[src/rtl/rr_arbiter_n_if.sv]
// Bus between N requesting masters and the round-robin arbiter.
// The optional lock line exists only when RR_ARB_LOCK_EN is defined.
interface rr_arbiter_n_if #(
  parameter int N    = 4,
  parameter int ID_W = $clog2(N)
);
  logic [N-1:0]    req;
  logic [N-1:0]    ack;
  logic [ID_W-1:0] grant_id;
  logic            busy;
`ifdef RR_ARB_LOCK_EN
  logic            lock;

  modport master (output req, output lock, input ack, input grant_id, input busy);
  modport slave  (input req, input lock, output ack, output grant_id, output busy);
`else
  modport master (output req, input ack, input grant_id, input busy);
  modport slave  (input req, output ack, output grant_id, output busy);
`endif
endinterface

[src/rtl/rr_arbiter_n.sv]
// N-requester round-robin arbiter with registered requests and a grant quantum.
// Requests are registered once, the grant is computed from the registered requests
// and registered again, giving two edges from req to ack.
// Optional feature macro: RR_ARB_LOCK_EN (adds a lock input that suspends quantum rotation).
module rr_arbiter_n #(
  parameter int N       = 4,
  parameter int QUANTUM = 2
) (
  input  logic           clock_i,
  input  logic           reset_i,
  rr_arbiter_n_if.slave  bus
);
  localparam int ID_W  = $clog2(N);
  localparam int CNT_W = $clog2(QUANTUM + 1);
  localparam logic [CNT_W-1:0] QMAX = CNT_W'(QUANTUM);

  typedef enum logic {S_IDLE = 1'b0, S_OWN = 1'b1} state_t;

  state_t          state_q, state_d;
  logic [N-1:0]    req_q;
  logic [N-1:0]    ack_q, ack_d;
  logic [ID_W-1:0] gid_q, gid_d;
  logic            busy_q, busy_d;
  logic [ID_W-1:0] ptr_q, ptr_d;
  logic [CNT_W-1:0] cnt_q, cnt_d;
  logic            lock_w;

`ifdef RR_ARB_LOCK_EN
  assign lock_w = bus.lock;
`else
  assign lock_w = 1'b0;
`endif

  // Circular first-set search: returns {found, index}, scanning start, start+1, ... mod N.
  function automatic logic [ID_W:0] rr_search(input logic [N-1:0] v, input logic [ID_W-1:0] start);
    logic [ID_W:0]   r;
    logic [ID_W-1:0] idx_t;
    int              idx;
    r = '0;
    // Scan from the far end so the position closest to start wins.
    for (int k = N - 1; k >= 0; k--) begin
      idx = int'(start) + k;
      if (idx >= N) idx = idx - N;
      idx_t = ID_W'(idx);
      if (v[idx_t]) r = {1'b1, idx_t};
    end
    return r;
  endfunction

  // Index successor with wrap N-1 -> 0.
  function automatic logic [ID_W-1:0] nxt_idx(input logic [ID_W-1:0] x);
    return (x == ID_W'(N - 1)) ? '0 : x + 1'b1;
  endfunction

  // Saturating hold counter increment; never wraps.
  function automatic logic [CNT_W-1:0] cnt_inc(input logic [CNT_W-1:0] c);
    return (c == QMAX) ? QMAX : c + 1'b1;
  endfunction

  logic [N-1:0]  own_oh;
  logic [N-1:0]  others;
  logic [ID_W:0] srch;
  logic          do_grant;
  logic [ID_W-1:0] new_id;

  // Next-state and grant decision from registered requests, owner, pointer and hold count.
  always_comb begin
    state_d  = state_q;
    ack_d    = ack_q;
    gid_d    = gid_q;
    busy_d   = busy_q;
    ptr_d    = ptr_q;
    cnt_d    = cnt_q;
    do_grant = 1'b0;
    new_id   = '0;
    srch     = '0;
    own_oh   = N'(1) << gid_q;
    others   = req_q & ~own_oh;

    unique case (state_q)
      S_IDLE: begin
        if (|req_q) begin
          srch     = rr_search(req_q, ptr_q);
          do_grant = 1'b1;
          new_id   = srch[ID_W-1:0];
        end
      end
      S_OWN: begin
        if (!req_q[gid_q]) begin
          if (|others) begin
            // Owner released while others wait: hand off in the same edge, no bubble.
            srch     = rr_search(others, nxt_idx(gid_q));
            do_grant = 1'b1;
            new_id   = srch[ID_W-1:0];
          end else begin
            state_d = S_IDLE;
            ack_d   = '0;
            busy_d  = 1'b0;
            cnt_d   = '0;
          end
        end else if (!(|others) || lock_w || (cnt_q < QMAX)) begin
          cnt_d = cnt_inc(cnt_q);
        end else begin
          srch     = rr_search(others, nxt_idx(gid_q));
          do_grant = 1'b1;
          new_id   = srch[ID_W-1:0];
        end
      end
      default: state_d = S_IDLE;
    endcase

    if (do_grant) begin
      state_d = S_OWN;
      ack_d   = N'(1) << new_id;
      gid_d   = new_id;
      busy_d  = 1'b1;
      cnt_d   = CNT_W'(1);
      ptr_d   = nxt_idx(new_id);
    end
  end

  // Request capture stage and grant state registers, cleared asynchronously.
  always_ff @(posedge clock_i or posedge reset_i) begin
    if (reset_i) begin
      req_q   <= '0;
      state_q <= S_IDLE;
      ack_q   <= '0;
      gid_q   <= '0;
      busy_q  <= 1'b0;
      ptr_q   <= '0;
      cnt_q   <= '0;
    end else begin
      req_q   <= bus.req;
      state_q <= state_d;
      ack_q   <= ack_d;
      gid_q   <= gid_d;
      busy_q  <= busy_d;
      ptr_q   <= ptr_d;
      cnt_q   <= cnt_d;
    end
  end

  assign bus.ack      = ack_q;
  assign bus.grant_id = gid_q;
  assign bus.busy     = busy_q;
endmodule

[src/flat_wrapper.sv]
// flat-port wrapper written by rule: the top's interface ports become plain ports
module rr_arbiter_n_flat 
#(
  parameter int N       = 4,
  parameter int QUANTUM = 2
)
  (clock_i, reset_i, bus_req, bus_ack, bus_grant_id, bus_busy);
  rr_arbiter_n_if #(.N(N)) bus_i ();
  input  logic clock_i;
  input  logic reset_i;
  input wire logic [$bits(bus_i.req)-1:0] bus_req;
  output wire logic [$bits(bus_i.ack)-1:0] bus_ack;
  output wire logic [$bits(bus_i.grant_id)-1:0] bus_grant_id;
  output wire logic [$bits(bus_i.busy)-1:0] bus_busy;
  assign bus_i.req = bus_req;
  assign bus_ack = bus_i.ack;
  assign bus_grant_id = bus_i.grant_id;
  assign bus_busy = bus_i.busy;
  rr_arbiter_n #(.N(N), .QUANTUM(QUANTUM)) u_core (.clock_i(clock_i), .reset_i(reset_i), .bus(bus_i));
endmodule
[config.mk]
export PLATFORM = sky130hd
export DESIGN_NAME = rr_arbiter_n_flat
export DESIGN_NICKNAME = d
export VERILOG_FILES = /design/src/rtl/rr_arbiter_n_if.sv /design/src/rtl/rr_arbiter_n.sv /design/src/flat_wrapper.sv
export SDC_FILE = /design/constraint.sdc
export NUM_CORES = 1
export LEC_CHECK = 0
export ABC_AREA = 1
export CORE_MARGIN = 10
export CORE_UTILIZATION = 59
export DETAILED_ROUTE_END_ITERATION = 10
export GPL_TIMING_DRIVEN = 0
export PLACE_DENSITY_LB_ADDON = 0.25
export SYNTH_ARGS = -nofsm -noshare
export SYNTH_HDL_FRONTEND = slang
export SYNTH_SLANG_ARGS = --single-unit
[constraint.sdc]
create_clock -name clock_i -period 4.2 [get_ports clock_i]
set_clock_uncertainty 0.05 [all_clocks]
set_input_delay 0.63 -clock clock_i [delete_from_list [all_inputs] [get_ports clock_i]]
set_output_delay 0.63 -clock clock_i [all_outputs]
set_load 0.05 [all_outputs]
==> impl_metrics.yaml, run 1 <==
run_status:
  status: "finished clean"
timing:
  worstMarginPinSlew_ps: 623
  finalCriticalPeriod_ps: 2510
  finalHoldViolCount: 0
  relSlewSlack: 0.584
  fin_crit_sh: 0.598
  fmax_ghz: 0.398
  finalSetupTns_ps: 0
  slew_violations: 0
  setup_viol: 0
  rsz0062_at_grt: "no"
final_layout:
  fillers: 170
  drive_gt1_frac: 0.0899
  nets: 206
  post-route-util: 0.700
  final_area_sq_um: 1360
  area_growth_pct: 14.9
  n_antenna_cell: 0
  fin_cells: 216
die:
  rows: 16
  io_pins: 13
  die_area_sq_um: 4200
  dieHeight_microns: 64.8
  die_w_microns: 64.8
  initial_core_util: 0.610
  core_area_sq_um: 1940
synthesis:
  synth_flop_cell: "dfrtp_1"
  syn_nets: 189
  async_flop_share: 1.00
  syn_area_per_cell_sq_um: 6.80
  synth-seq-cells: 16
  synthDistinctLibCells: 24
  ys_warn_count: 0
  synth_edf_count: 0
  synth_area_sq_um: 1180
  seq_area_frac_synth: 0.338
  syn_inst: 174
critical_path:
  cp_max_fo: 10
  cp_data_required_time_ps: 4330
  cp-endpoint: "u_core.bus.ack[0]"
  cp_data_arrival_time_ps: 2640
  criticalPathCategory: "reg2reg"
  cp-end-kind: "flip-flop"
  r2r_slack_ps: 1690
  worst-r2r-cell-count: 16
  crit_start: "u_core.bus.grant_id[0]"
  critPathLaunchType: "flip-flop"
  r2r_end: "u_core.bus.ack[0]"
  rr_startpoint: "u_core.bus.grant_id[0]"
routing:
  num_vias: 1149
  first_pass_iters: 4
  drt-initial-drc-count: 58
  drt_wl_total_mm: 2.74
  wire_per_inst_microns: 12.7
  via_per_inst: 5.32
  drtAntennaViolNets: 0
  drc: 0
cts:
  worst_skew_pair.late_latency_ps: 280
  clk_pin_slew_ps: 90
  cts_root_buffer: "clkbuf_4"
  cts_sinks: 16
  cts_made_buffers: 3
  cts_buffer_depth: 2
  htreeDepth: 1
  post_cts_buffers: 0
  cts-resized-gates: 0
  cts_tree: "yes"
  holdBufCountCts: 0
global_route:
  grt_pass1_vias: 1147
  antenna_found_initial: 0
  grt_overflow: 0
  grt_max_degree: 17
  grt_pass1_wl_mm: 4.73
  track_usage: 0.134
placement:
  place_area_sq_um: 1340
  numPortBuffers: 12
  dp.cells: 213
  gp_congestion: 0.933
  dp_hpwl_mm: 2.14
hold_path:
  worstHoldStart: "u_core.bus.ack[1]"
  hold_path.class: "reg2reg"
job:
  maxCapViolCount: 0
## sequential cells by signal (all words and copies together), names as in the netlist
register	flops
u_core.ptr_q	2
u_core.req_q	4
u_core.state_q	1
u_core.bus.ack	4
u_core.bus.busy	1
u_core.cnt_q	2
u_core.bus.grant_id	2
## worst max-delay path, cell delays in order, from the launching register on
cell and delay (ps):
dfrtp_1 570, inv_2 120, ha_1 390, inv_1 110, o21ai_0 90, nand2_1 70
nor2_1 140, nor2_1 60, nand2_1 70, nand2_1 50, nand2_1 60, nand3_1 110
nand2_2 130, inv_1 80, ha_1 190, nand2_1 70, nand2_1 50
## routing by layer
metal	vias to the layer above	global-route usage	routed length [microns]
li1	569	-	-
met1	551	0.150	1170
met2	23	0.244	1440
met3	6	0.0258	88
met4	0	0.0508	42
met5	-	0	0
## per-stage QoR
step                      setup slack, ps  hold slack [ps]
after global routing                 1430              453
after detailed placement             1740              412
after global placement               1830              406
final                                1690              429
after floorplan                      1690              482
after CTS                            1730              437
## Yosys cell counts, types with 2 or more instances
cell type  instances  share of area
a21oi_1            2         0.0085
dfrtp_1           16           0.34
ha_1               9          0.095
inv_1             24          0.076
inv_2              2         0.0063
nand2_1           68           0.22
nand2_2            4          0.021
nand3_1           13          0.055
nand4_1            2          0.011
nor2_1             8          0.025
nor2_2             2          0.011
o21ai_0            7          0.030
o21ai_1            6          0.025
## layout make-up
cell class,count,area (sq um),share of cell area
Buffer,1,11.3,0.00828
Clock buffer,3,22.5,0.0166
Inverter,27,104,0.0764
Multi-Input combinational cell,130,668,0.491
Sequential cell,16,400,0.294
Tap cell,27,33.8,0.0248
Timing Repair Buffer,12,120,0.0883
## logic make-up (layout without fill, tap and decap cells)
group           Yosys count  in the layout  synth area share
simple gates            101            101             0.364
flops                    16             16             0.338
buf+inv                  28             43            0.0973
fa+ha+maj                 9              9            0.0951
compound gates           18             18            0.0909
xor+xnor                  2              2            0.0148
## worst min path at each step
stage	to	cells after the start
floorplan	u_core.cnt_q[0]	2
global placement	u_core.bus.busy	2
detailed placement	u_core.bus.ack[2]	2
CTS	u_core.bus.ack[1]	2
global route	u_core.bus.ack[1]	2
finish	u_core.bus.ack[1]	2
## placed cells by master (no fill, tap or decap)
cell type,Yosys,final
o21ai_4,1,1
o21ai_2,1,1
inv_2,2,2
o21ai_1,6,6
nand3b_1,1,1
nor2_2,2,2
nand4_1,2,2
xnor2_1,1,1
clkdlybuf4s50_1,0,12
inv_1,24,24
nand2_4,1,1
inv_4,1,1
xor2_1,1,1
or2_2,1,1
o21ai_0,7,7
a21oi_1,2,2
buf_6,1,1
nand3_1,13,13
nor2_1,8,8
dfrtp_1,16,16
nand2_1,68,68
nand2_2,4,4
o211ai_1,1,1
nor3_1,1,1
clkbuf_4,0,3
ha_1,9,9
Power of run 1 is left out: the tool's default activity adds up to more than one toggle a clock period on the data nets, which glitch-free logic cannot reach.
==> run 2, diff against run 1 <==
--- a/config.mk
+++ b/config.mk
@@ -7,7 +7,7 @@
 export LEC_CHECK = 0
 export ABC_AREA = 1
 export CORE_MARGIN = 10
-export CORE_UTILIZATION = 59
+export CORE_UTILIZATION = 55
 export DETAILED_ROUTE_END_ITERATION = 10
 export GPL_TIMING_DRIVEN = 0
 export PLACE_DENSITY_LB_ADDON = 0.25
==> constraint.sdc (replaced) <==
create_clock -name clock_i -period 2.45 [get_ports clock_i]
set_clock_uncertainty 0.05 [all_clocks]
set_input_delay 0.3675 -clock clock_i [delete_from_list [all_inputs] [get_ports clock_i]]
set_output_delay 0.3675 -clock clock_i [all_outputs]
set_load 0.05 [all_outputs]
==> run 2 against run 1 <==
Effect of this change: core utilization increased by 2.7 points; via count up 2.7%; setup slack got worse by 1500 ps; global-route usage fell by 0.78 points; wire length up 3.4%; largest cell class unchanged.
==> impl_metrics.yaml, run 2 (same netlist as run 1, synthesis figures left out) <==
global_route:
  antenna_found_initial: 0
  track_usage: 0.126
  grt_pass1_wl_mm: 4.52
  grt_pass1_vias: 1091
  grt_max_degree: 17
  grt_overflow: 0
critical_path:
  path_buf_inv: 3
  cp-end-kind: "flip-flop"
  cp_max_fo: 5
  path_delay_family: "simple AND/OR/NAND/NOR gates"
  crit_chain: "buf_4, ha_1, inv_1, nand2_2, nand2_1, nand2_1, inv_1, nand2_1, nand3b_1, nand3_1, nand2_1, nand2_1, nand2_1, ha_1, nand2_1, o21ai_1"
  cp_common_cell: "nand2_1"
  crit_path_max_incr_delay_ps: 450
  criticalPathCategory: "reg2reg"
  cp_data_arrival_time_ps: 2430
  critical-path-slowest-cell: "dfrtp_2"
  cp_data_required_time_ps: 2580
  critPathLaunchType: "flip-flop"
final_layout:
  area_growth_pct: 23.0
  final_common_cell: "nand2_1"
  nets: 213
  layout_common_cells: "nand2_1, inv_1, dfrtp_1"
  n_antenna_cell: 0
  post-route-util: 0.728
  fillers: 164
  drive_gt1_frac: 0.152
die:
  die_area_sq_um: 4410
  io_pins: 13
  dieHeight_microns: 66.4
  die_w_microns: 66.4
  rows: 16
  core_area_sq_um: 2000
  initial_core_util: 0.591
timing:
  slew_violations: 0
  finalCriticalPeriod_ps: 2290
  finalHoldViolCount: 0
  relSlewSlack: 0.608
  fin_crit_sh: 0.936
  hold-worst-slack_ps: 383
  worstMarginPinSlew_ps: 588
  setup_viol: 0
  finalSetupTns_ps: 0
  fmax_ghz: 0.436
cts:
  holdBufCountCts: 0
  cts_tree: "yes"
  cts_made_buffers: 3
  worst_skew_pair.late_latency_ps: 290
  cts_buffer_depth: 2
  htreeDepth: 1
  cts_root_buffer: "clkbuf_4"
  cts_sinks: 16
  clk_pin_slew_ps: 90
placement:
  dp_hpwl_mm: 2.10
  gp_congestion: 0.897
  numPortBuffers: 12
routing:
  num_vias: 1180
  drc: 0
  drt_wl_total_mm: 2.83
  drt-initial-drc-count: 74
  first_pass_iters: 4
  drtAntennaViolNets: 0
  via_per_inst: 5.27
  wire_per_inst_microns: 12.6
hold_path:
  hold_path.class: "in2async"
job:
  maxCapViolCount: 0
run_status:
  status: "finished clean"
[run 2: worst paths after layout]
path                                   startpoint                      to  slack, ps  depth (start not counted)
setup / recovery           u_core.bus.grant_id[0]         u_core.ptr_q[1]        160                         16
hold / removal                            reset_i         u_core.ptr_q[1]        380                          2
setup reg to reg           u_core.bus.grant_id[0]         u_core.ptr_q[1]        160                         16
hold reg to reg                 u_core.bus.ack[3]       u_core.bus.ack[3]        440                          2
max in group asynchronous                 reset_i  u_core.bus.grant_id[0]       1550                          2
min in group clock_i            u_core.bus.ack[3]       u_core.bus.ack[3]        440                          2
[run 2: through the flow]
step / instance area [sq um] / setup slack [ps] / cells
2_1_floorplan: 1180 / 38.5 / 174
3_5_place_dp: 1340 / 126 / 213
3_3_place_gp: 1340 / 164 / 213
6_report: 1460 / 157 / 224
5_1_grt: 1460 / -7.77 / 224
4_1_cts: 1380 / 100 / 217
[run 2: worst register-to-register path, cell delays in order, from the launching register on]
cell and delay, ps:
dfrtp_2 450, buf_4 160, ha_1 240, inv_1 100
nand2_2 90, nand2_1 70, nand2_1 70, inv_1 90
nand2_1 60, nand3b_1 80, nand3_1 70, nand2_1 70
nand2_1 70, nand2_1 130, ha_1 250, nand2_1 70
o21ai_1 60
[run 2: timing repair]
| item | in CTS | in global routing |
|---|---|---|
| setup buffers | 0 | 7 |
| setup endpoints to repair | 0 | 5 |
| resized for setup | 0 | 5 |
[run 2: routing by layer]
| layer | share of wire | global-route usage | vias up |
|---|---|---|---|
| met5 | 0 | 0 | - |
| met4 | 0.026 | 0.0602 | 0 |
| met3 | 0.041 | 0.0237 | 11 |
| met2 | 0.51 | 0.231 | 29 |
| met1 | 0.42 | 0.135 | 553 |
| li1 | - | - | 587 |
[run 2: area by class of cell]
type	count	area, sq um	area share
multi-input cells	130	697	0.479
plain buffers	1	11.3	0.00773
clock buffers	4	36.3	0.0249
repair buffers	19	173	0.119
inverters	27	104	0.0713
well taps	27	33.8	0.0232
flip-flops and latches	16	402	0.276
Power of run 2 is left out for the same reason.
==> run 3, diff against run 2 <==
--- a/config.mk
+++ b/config.mk
@@ -5,9 +5,9 @@
 export SDC_FILE = /design/constraint.sdc
 export NUM_CORES = 1
 export LEC_CHECK = 0
-export ABC_AREA = 1
 export CORE_MARGIN = 10
 export CORE_UTILIZATION = 55
+export CTS_CLUSTER_SIZE = 10
 export DETAILED_ROUTE_END_ITERATION = 10
 export GPL_TIMING_DRIVEN = 0
 export PLACE_DENSITY_LB_ADDON = 0.25
==> run 3 against run 2 <==
Effect of this change: via count down 15%; count of clock-buffer cells in the layout stayed put; the run now ends with setup timing left; setup slack worse by 200 ps; final cell count is 24% lower; die area is 2.3% lower; flip-flop and latch count stayed put; synthesized area decreased by 3.3%; highest routed layer unchanged; register-to-register slack got worse by 200 ps; sequential share of layout area down 0.56 points.
==> impl_metrics.yaml, run 3 <==
synthesis:
  seq_area_frac_synth: 0.350
  syn_area_per_cell_sq_um: 9.79
  synth.area.top_cells: "dfrtp_1, ha_1, o21ai_0, inv_1, nand2b_1"
  ys_warn_count: 0
  yosysTopAreaCell: "dfrtp_1"
  netlist.area_leader.share: 0.350
  yosys-top-cells-count: "dfrtp_1, inv_1, ha_1, o21ai_0, a21oi_1"
  syn_nets: 132
  async_flop_share: 1.00
  syn_inst: 117
  synth-seq-cells: 16
  synth_flop_cell: "dfrtp_1"
  synth_area_sq_um: 1140
  synth_edf_count: 0
  synthDistinctLibCells: 46
  yosysMostFrequentCell: "dfrtp_1"
run_status:
  status: "complete, but fails checks"
  failed_checks: "setup timing"
die:
  initial_core_util: 0.584
  io_pins: 13
  dieHeight_microns: 65.6
  rows: 16
  die_area_sq_um: 4310
  die_w_microns: 65.6
  core_area_sq_um: 1960
cts:
  cts_sinks: 16
  holdBufCountCts: 0
  cts_tree: "yes"
  cts_made_buffers: 3
  worst_skew_pair.late_latency_ps: 280
  htreeDepth: 1
  cts_buffer_depth: 2
  cts_root_buffer: "clkbuf_4"
  clk_pin_slew_ps: 90
final_layout:
  final_area_sq_um: 1490
  n_antenna_cell: 0
  nets: 159
  drive_gt1_frac: 0.294
  final_common_cell: "dfrtp_1"
  fillers: 147
  layout_common_cells: "dfrtp_1, clkdlybuf4s50_1, buf_4"
  area_growth_pct: 30.3
routing:
  drt-initial-drc-count: 43
  via_per_inst: 5.93
  drc: 0
  first_pass_iters: 4
  drtAntennaViolNets: 0
  wire_per_inst_microns: 15.5
  drt_wl_total_mm: 2.64
  num_vias: 1008
placement:
  gp_congestion: 0.845
  place_area_sq_um: 1310
  dp_hpwl_mm: 1.83
  numPortBuffers: 12
critical_path:
  cp_data_arrival_time_ps: 2620
  cp_max_fo: 6
  critPathLaunchType: "flip-flop"
  cp_data_required_time_ps: 2580
  criticalPathCategory: "reg2reg"
  cp-end-kind: "flip-flop"
timing:
  fin_crit_sh: 1.02
  relSlewSlack: 0.614
  worstMarginPinSlew_ps: 578
  finalCriticalPeriod_ps: 2490
  setup_viol: 2
  finalHoldViolCount: 0
  finalSetupTns_ps: -46.9
  slew_violations: 0
  hold-worst-slack_ps: 379
  worst_slack_ps: -43.8
  rsz0062_at_grt: "yes"
  fmax_ghz: 0.401
job:
  maxCapViolCount: 0
pwr:
  total_power_w: 0.00211
  p_per_area_nw_per_um2: 1420
  peakVddDrop_mv: 1.08
  p_leak_nw: 0.648
global_route:
  grt_pass1_wl_mm: 4.29
  grt_pass1_vias: 900
  grt_overflow: 0
  antenna_found_initial: 0
  track_usage: 0.122
  grt_max_degree: 17
hold_path:
  hold_path.class: "in2async"
## run 3: cell types whose count changed after synthesis, sizes merged, moves of 4 or more
cell    delta
a21oi      +6
a22o       +4
inv       -16
nand2     -70
nand2b     +6
nand3     -12
nor2       -4
nor3       +4
## run 3: layout make-up
cell class	count	area (sq um)	area share
tap	27	33.8	0.0227
buffer	2	18.8	0.0126
clock buffer	4	36.3	0.0243
inverter	11	46.3	0.0310
sequential	16	403	0.270
multi-input combinational	88	758	0.508
timing repair buffer	22	195	0.131
## run 3: per-stage QoR
step	std cells	setup slack, ps	util
5_1_grt	170	-134	0.760
3_3_place_gp	156	-82.3	0.668
4_1_cts	164	1.48	0.713
6_report	170	-43.8	0.760
2_1_floorplan	117	-69.0	-
3_5_place_dp	156	-95.0	0.668
## run 3: final timing paths
check	startpoint	endpoint	slack [ps]	cells after the start
worst max-delay path	u_core.bus.grant_id[1]	u_core.ptr_q[1]	-40	8
worst min-delay path	reset_i	u_core.ptr_q[1]	380	2
worst max register to register	u_core.bus.grant_id[1]	u_core.ptr_q[1]	-40	8
worst min register to register	u_core.bus.busy	u_core.bus.busy	440	1
max in group asynchronous	reset_i	u_core.bus.grant_id[0]	1550	2
min in group clock_i	u_core.bus.busy	u_core.bus.busy	440	1
## run 3: worst max-delay path: stages, from the launching register on
cell and delay [ps]:
dfrtp_2 500, ha_4 210, nor4b_4 280, o21ai_1 90
a2111o_1 410, a21oi_2 170, o22a_1 190, ha_1 230
mux2_4 250
## run 3: what timing repair did
item / in CTS / in global routing
pin swaps: 1 / 1
setup buffers: 4 / 6
endpoints found under the setup margin: 1 / 5
resized for setup: 4 / 9
gates cloned: 0 / 0
## run 3: kinds of logic after synthesis
family / count (synthesis) / synth area share
fa+ha+maj: 9 / 0.0984
mux: 4 / 0.0426
buf+inv: 13 / 0.0503
flops: 16 / 0.350
simple gates: 32 / 0.187
compound gates: 43 / 0.272
## run 3: report_power, final
group	switching (W)	total, W	internal [W]
clock	0.0000793	0.000170	0.0000904
sequential	0.000109	0.000466	0.000358
combinational	0.000786	0.00148	0.000690
## run 3: routing by layer
layer	vias up	track usage	wire [microns]
met5	-	0	0
met4	0	0.0107	18
met3	4	0.0424	208
met2	49	0.193	1260
met1	468	0.162	1150
li1	487	-	-
(Power assumes the default switching activity.)
